===== config.mk =====
export PLATFORM = sky130hd
export DESIGN_NAME = regfile_scoreboard
export DESIGN_NICKNAME = d
export VERILOG_FILES = /design/src/rtl/regfile_scoreboard.sv
export SDC_FILE = /design/constraint.sdc
export NUM_CORES = 1
export LEC_CHECK = 0
export ABC_AREA = 1
export ABC_CLOCK_PERIOD_IN_PS = 3800
export CAP_MARGIN = 20
export CORE_ASPECT_RATIO = 0.6
export CORE_MARGIN = 2
export CORE_UTILIZATION = 30
export DETAILED_ROUTE_END_ITERATION = 6
export PLACE_DENSITY = 0.61
export SLEW_MARGIN = 20
export SYNTH_ARGS = -nofsm -noshare
export SYNTH_HDL_FRONTEND = slang
export SYNTH_SLANG_ARGS = --single-unit

===== constraint.sdc =====
create_clock -name clk -period 3.8 [get_ports clk]
set_input_delay 0.38 -clock clk [delete_from_list [all_inputs] [get_ports clk]]
set_output_delay 0.38 -clock clk [all_outputs]
set_load 0.05 [all_outputs]

===== src/rtl/regfile_scoreboard.sv =====
// Register file with two write-first bypassed read ports, one write port and a per-register
// pending-write scoreboard for RAW / overflow issue stalls. Optional: REGFILE_ZERO_REG_EN.
module regfile_scoreboard #(
    parameter int DATA_W = 8,
    parameter int ADDR_W = 2,
    parameter int PEND_W = 2
) (
    input  logic              clk,
    input  logic              rst,
    input  logic [ADDR_W-1:0] rd1_addr,
    output logic [DATA_W-1:0] rd1_data,
    input  logic [ADDR_W-1:0] rd2_addr,
    output logic [DATA_W-1:0] rd2_data,
    input  logic              wr_en,
    input  logic [ADDR_W-1:0] wr_addr,
    input  logic [DATA_W-1:0] wr_data,
    input  logic              iss_valid,
    input  logic              iss_src1_en,
    input  logic              iss_src2_en,
    input  logic [ADDR_W-1:0] iss_src1,
    input  logic [ADDR_W-1:0] iss_src2,
    input  logic              iss_dst_en,
    input  logic [ADDR_W-1:0] iss_dst,
    output logic              iss_stall,
    output logic              pend_any,
    output logic              sb_err
);
    localparam int DEPTH = 2 ** ADDR_W;
    localparam logic [PEND_W-1:0] PEND_MAX = {PEND_W{1'b1}};
    localparam logic [PEND_W-1:0] PEND_ONE = PEND_W'(1);
`ifdef REGFILE_ZERO_REG_EN
    localparam logic ZERO_EN = 1'b1;
`else
    localparam logic ZERO_EN = 1'b0;
`endif

    logic [DATA_W-1:0] regs_r      [DEPTH];
    logic [PEND_W-1:0] pend_r      [DEPTH];
    logic [PEND_W-1:0] pend_next_s [DEPTH];
    logic              inc_s       [DEPTH];
    logic              dec_s       [DEPTH];
    logic              sb_err_r;
    logic              retire1_s, retire2_s, haz1_s, haz2_s, ovf_s, stall_s;
    logic              accept_s, err_set_s, any_s;

    // Read port 1: hardwired zero, write-first bypass, or storage.
    always_comb begin
        if (ZERO_EN && rd1_addr == '0) begin
            rd1_data = '0;
        end else if (wr_en && wr_addr == rd1_addr) begin
            rd1_data = wr_data;
        end else begin
            rd1_data = regs_r[rd1_addr];
        end
    end

    // Read port 2: hardwired zero, write-first bypass, or storage.
    always_comb begin
        if (ZERO_EN && rd2_addr == '0) begin
            rd2_data = '0;
        end else if (wr_en && wr_addr == rd2_addr) begin
            rd2_data = wr_data;
        end else begin
            rd2_data = regs_r[rd2_addr];
        end
    end

    // Hazard detection; a final retire this cycle feeds the source through the bypass.
    always_comb begin
        retire1_s = wr_en && (wr_addr == iss_src1) && (pend_r[iss_src1] == PEND_ONE);
        retire2_s = wr_en && (wr_addr == iss_src2) && (pend_r[iss_src2] == PEND_ONE);
        haz1_s    = iss_src1_en && (pend_r[iss_src1] != '0) && !retire1_s;
        haz2_s    = iss_src2_en && (pend_r[iss_src2] != '0) && !retire2_s;
        ovf_s     = iss_dst_en && (pend_r[iss_dst] == PEND_MAX) && !(wr_en && wr_addr == iss_dst);
        if (iss_valid) begin
            stall_s = haz1_s || haz2_s || ovf_s;
        end else begin
            stall_s = 1'b0;
        end
    end

    assign iss_stall = stall_s;

    // Next pending counts; simultaneous issue and retire of one register cancel out.
    always_comb begin
        accept_s  = iss_valid && !stall_s;
        err_set_s = 1'b0;
        any_s     = 1'b0;
        for (int r = 0; r < DEPTH; r++) begin
            inc_s[r] = accept_s && iss_dst_en && (iss_dst == ADDR_W'(r)) && !(ZERO_EN && r == 0);
            dec_s[r] = wr_en && (wr_addr == ADDR_W'(r));
            pend_next_s[r] = pend_r[r];
            if (inc_s[r] && !dec_s[r]) begin
                pend_next_s[r] = pend_r[r] + PEND_ONE;
            end else if (dec_s[r] && !inc_s[r]) begin
                if (pend_r[r] != '0) begin
                    pend_next_s[r] = pend_r[r] - PEND_ONE;
                end else if (!(ZERO_EN && r == 0)) begin
                    err_set_s = 1'b1;
                end else begin
                    pend_next_s[r] = '0;
                end
            end else begin
                pend_next_s[r] = pend_r[r];
            end
            any_s = any_s || (pend_r[r] != '0);
        end
    end

    assign pend_any = any_s;
    assign sb_err   = sb_err_r;

    // Storage, counters and sticky error; reset wins over any concurrent write or issue.
    always_ff @(posedge clk) begin
        if (rst) begin
            for (int i = 0; i < DEPTH; i++) begin
                regs_r[i] <= '0;
                pend_r[i] <= '0;
            end
            sb_err_r <= 1'b0;
        end else begin
            if (wr_en && !(ZERO_EN && wr_addr == '0)) begin
                regs_r[wr_addr] <= wr_data;
            end
            for (int i = 0; i < DEPTH; i++) begin
                pend_r[i] <= pend_next_s[i];
            end
            if (err_set_s) begin
                sb_err_r <= 1'b1;
            end
        end
    end
endmodule


After elaboration in Yosys (flattened, before gate mapping)
Memory sizes are Yosys's and may differ from the RTL's. Cells that the tools add are included. W data, S select, Z words.

Add/sub/neg operators: 8. Equality and inequality tests: 14. Mux-type cells: 40. Bitwise gates (word level): 4. Reductions and logical operators: 57.

Operator list (number): $mux W2 (17); $logic_and A1 B1 Y1 (31); $mux W8 (3); $mux W1 (20); $logic_not A1 Y1 (12); $reduce_bool A2 Y1 (6); $eq A2 B2 Y1 (5); $eq A2 B2 Y1 const B (5); $add A2 B1 Y2 const B (4); $eq A2 B1 Y1 const B (4); $reduce_or A8 Y1 (1); $sub A2 B1 Y2 const B (4); $logic_or A1 B1 Y1 (5); $logic_not A2 Y1 (2); $or A1 B1 Y1 (4).

Register bits: 1. RAM bits: 40. Bits of input ports: 27. Output and inout bits: 19. Logic and storage cells: 126. Memories kept: 2.

Memory list: regs_r (words 4, bits a word 8, rd ports 2, clocked after Yosys merged registers in 0, write ports 4, line 37) `logic [DATA_W-1:0] regs_r [DEPTH];`; pend_r (words 4, bits a word 2, rd ports 7, clocked after Yosys merged registers in 0, write ports 4, line 38) `logic [PEND_W-1:0] pend_r [DEPTH];`.

Longest topological paths before layout
Word-level depth: 25. Gate-level depth with buffers: 17. Mapped depth without buffers: 16.

Least setup slack after synthesis
No wires, ideal clock.

Path type: input to output. Start point: input wr_addr[0]. End point: output rd1_data[5]. Data arrival time: 1.928 ns. Required time: 3.420 ns. Slack: 1.492 ns. Stages: 7. Path buffers: 2. Cells stage by stage: buf_4 > inv_2 > or2_1 > o2111ai_4 > buf_6 > nor2_1 > a31oi_1.

Word-level cells in the longest chain between the ends: 3.

Ends and longest elaborated chain: start: declaration (line 15) `input logic [ADDR_W-1:0] wr_addr,`; $eq A2 B2 Y1 (line 50) `end else if (wr_en && wr_addr == rd1_addr) begin`; $logic_and A1 B1 Y1 (line 50); $mux W8 (line 50); end: declaration (line 11) `output logic [DATA_W-1:0] rd1_data,`.

No other way between the ends.

Worst setup path in the final report
Start point: input iss_dst[1]. End point: output iss_stall.

Word-level cells in the longest chain between the ends: 6.

Ends and longest elaborated chain: start: declaration (line 23) `input logic [ADDR_W-1:0] iss_dst,`; $mem_v2 Z4 W2 / $eq A2 B2 Y1 (equally long branches); $eq A2 B2 Y1 / $logic_and A1 B1 Y1 (equally long branches) (line 74) `ovf_s = iss_dst_en && (pend_r[iss_dst] == PEND_MAX) && !(wr_en && wr_addr == iss_dst);`; $logic_and A1 B1 Y1 / $logic_not A1 Y1 (equally long branches) (line 74); $logic_and A1 B1 Y1 (*) (line 74); $logic_or A1 B1 Y1 (*) (line 76) `stall_s = haz1_s || haz2_s || ovf_s;`; $mux W1 (*) (line 75) `if (iss_valid) begin`; end: declaration (line 24) `output logic iss_stall,`.

Every way passes the cells marked *; elsewhere a longest branch is shown, timed or not.

==> run_results.csv <==
group,metric,value,unit
outcome,status,"finished clean",
route,drt_wl_total,8.66,mm
synth,syn_area,2990,um2
setup_path,cp.buffers_inverters,3,
pwr,p_leak,1.59,nW
synth,ys.flop_type,"edfxtp_1",
synth,synthCells,410,
synth,synth_area_per_cell,7.29,um2
pwr,p_comb_frac,0.250,
timing,fin_tns_setup,0,ns
setup_path,start_kind,"primary input",
global_route,grt_pass1_vias,2721,
die,die_h,81.3,um
clock_network,cts_tree,"done",
timing,whs,0.547,ns
setup_path,reg2reg_depth,16,
synth,ys_ff_latch,41,
clock_network,ctsHoldBuffers,0,
setup_path,cpMostUsedCell,"nand2_1",
place,numPortBuffers,45,
synth,synth.most_common_cell,"nand2_1",
timing,tightest_slew,0.834,ns
timing,finalSetupViolCount,0,
clock_network,clk_pin_slew,0.06,ns
setup_path,crit_required,3.42,ns
synth,synth_common_cells,"nand2_1, nor2_1, inv_1",
setup_path,cp_max_fo,9,
clock_network,cts_resized,0,
synth,synth_seq_area_share,0.382,
hold_path,hold_class,"flop to flop",
clock_network,cts.path.max_buffers,2,
die,dieWidth,133,um
pwr,switching_power,0.000431,W
timing,hold_viol,0,
die,ios,46,
global_route,grt_usage,0.167,
setup_path,r2r_slack,1.50,ns
timing,slew_headroom,0.442,
synth,synth_edf_count,32,
job,max_cap_viol_count,0,
synth,synth_top_area_frac,0.322,
pwr,p_seq_frac,0.365,
die,core,9770,um2
route,vias,2907,
pwr,power_density,388,nW/um2
synth,synth_area_leader_cell,"edfxtp_1",
clock_network,clockRootBuffer,"clkbuf_16",
setup_path,r2r_start,"pend_r[1][0]$_SDFFE_PP0P_",
setup_path,worstSetupPathType,"primary input to primary output",
timing,max_freq,334,MHz
clock_network,cts.sinks,41,
setup_path,crit_path_end_kind,"primary output",
synth,yosysWarningCount,0,
die,die_area,10800,um2
final_layout,drive_gt1_frac,0.100,
place,dp_hpwl,6.53,mm
timing,finalMaxSlewViolations,0,
pwr,switching_share,0.301,
hold_path,holdPathStages,2,
final_layout,diodes,0,
route,routed_via_density,4.98,
hold_path,hp-start,"sb_err$_SDFFE_PP0P_",
global_route,grt_max_degree,35,
place,place_congestion,0.901,
timing,rsz0062_at_grt,"false",
pwr,p_clk_frac,0.385,
synth,synth_cell_types,33,
timing,min_period,3.00,ns
hold_path,hold_end,"sb_err$_SDFFE_PP0P_",
timing,clock_skew,0.00233,ns
clock_network,h-tree-depth,2,
global_route,grt_first_pass_wirelength,14.0,mm
synth,ys_async_sr_fraction,0,
die,rows,28,
die,initial_core_util,0.306,
clock_network,clock_latency,0.28,ns
global_route,antenna_found_initial,0,
setup_path,slowest_delay,0.79,ns
setup_path,crit_family,"buffers and inverters",
clock_network,cts_buffers,5,
setup_path,crit_chain,"clkdlybuf4s50_1 -> nor2_1 -> nand2_1 -> nand2_1 -> nor2_1 -> nor2_1 -> nand2_1 -> nand3_1 -> nand2_1 -> inv_1 -> clkdlybuf4s50_1",
route,drtPass1Iterations,5,
pwr,p_int,0.00100,W
route,drc,0,
final_layout,areaGrowthSynthToFinish,23.6,%
clock_network,cts_setup_buffers,0,
setup_path,arrival,2.62,ns
final_layout,nNetsFinal,483,
pwr,ir_drop,0.191,mV
setup_path,crit_slowest_cell,"clkdlybuf4s50_1",
synth,synth.area.top_cells,"edfxtp_1, nand2_1, nor2_1",
global_route,overflow,0,
route,drtIter0Drc,256,
synth,mappedNetlistNets,445,
timing,timing.final.crit_share,0.789,
route,routedWlPerCell,14.8,um
route,final_antenna_net_count,0,
setup_path,reg2reg_to,"pend_r[0][1]$_SDFFE_PP0P_",
logic make-up (layout without fill, tap and decap cells):
| group | count (synthesis) | in the layout | synth area share |
|---|---|---|---|
| buf+inv | 87 | 126 | 0.124 |
| fa+ha+maj | 8 | 8 | 0.0335 |
| flops | 41 | 41 | 0.382 |
| compound gates | 93 | 93 | 0.206 |
| xor+xnor | 2 | 2 | 0.00586 |
| simple gates | 179 | 179 | 0.249 |
per-stage QoR:
| step | power (W) | cell area (um2) | setup WS (ns) | instances | util |
|---|---|---|---|---|---|
| 6_report | 0.00143 | 3690 | 0.802 | 584 | 0.378 |
| 5_1_grt | 0.00149 | 3690 | 0.652 | 584 | 0.378 |
| 4_1_cts | 0.00144 | 3690 | 0.802 | 584 | 0.378 |
| 3_5_place_dp | 0.000891 | 3500 | 0.809 | 576 | 0.358 |
| 3_3_place_gp | 0.000886 | 3500 | 0.888 | 576 | 0.358 |
| 2_1_floorplan | 0.000773 | 2990 | 1.49 | 410 | - |
cells in the final DEF, fill, tap and decap left out, types with 4 or more instances in the layout:
master / netlist / routed
nand2_1: 81 / 81
nor2_1: 65 / 65
inv_1: 62 / 62
edfxtp_1: 32 / 32
clkdlybuf4s50_1: 0 / 29
o21ai_0: 23 / 23
buf_4: 3 / 21
a21oi_1: 19 / 19
nand3_1: 18 / 18
o211ai_1: 16 / 16
a31oi_1: 16 / 16
a211oi_1: 10 / 10
dfxtp_1: 9 / 9
ha_1: 8 / 8
nand4_1: 5 / 5
clkbuf_16: 0 / 5
o21ai_2: 4 / 4
layer usage:
metal  up-vias  wire length [um]  global-route usage
li1       1440                 -                   -
met1      1340              4310               0.248
met2       120              3510               0.252
met3         7               783              0.0287
met4         0                61              0.0344
met5         -                 0                   0
worst reg2reg max path, cell delays in order, from the launching register on:
cell	delay (ns)
dfxtp_1	0.36
inv_1	0.17
nand2_1	0.08
nand3_1	0.08
o21ai_0	0.08
nand2_1	0.06
nand2_1	0.05
nand2_2	0.12
nand4_2	0.14
nor2_1	0.17
ha_1	0.26
inv_1	0.08
nand2_1	0.07
inv_1	0.08
nand2_1	0.06
a211oi_1	0.22
a211oi_1	0.07
power by group through the flow:
stage	registers [W]	logic (W)	clock network, W
after floorplan	0.000533	0.000240	0
after global placement	0.000532	0.000354	0
after detailed placement	0.000533	0.000358	0
after CTS	0.000523	0.000360	0.000554
after global routing	0.000526	0.000388	0.000577
final	0.000523	0.000359	0.000552
area by class of cell:
type	instances	area [um2]
fill	1035	6080
multi-input combinational	282	1480
sequential	41	1140
timing repair buffer	50	448
inverter	68	269
tap	135	169
clock buffer	5	125
clock inverter	3	65.1
worst max-delay path by stage:
stage / from / end / cells past startpoint
after floorplan: wr_addr[0] / rd1_data[5] / 7
after global placement: wr_addr[1] / iss_stall / 11
after detailed placement: iss_dst[1] / iss_stall / 11
after CTS: iss_dst[1] / iss_stall / 11
after global routing: iss_dst[1] / iss_stall / 11
final: iss_dst[1] / iss_stall / 11
state kept, by name, summed over array words and instances (netlist names):
name / flops
regs_r: 32
sb_err: 1
pend_r: 8
Note: power is estimated with default switching activity, not from simulation.
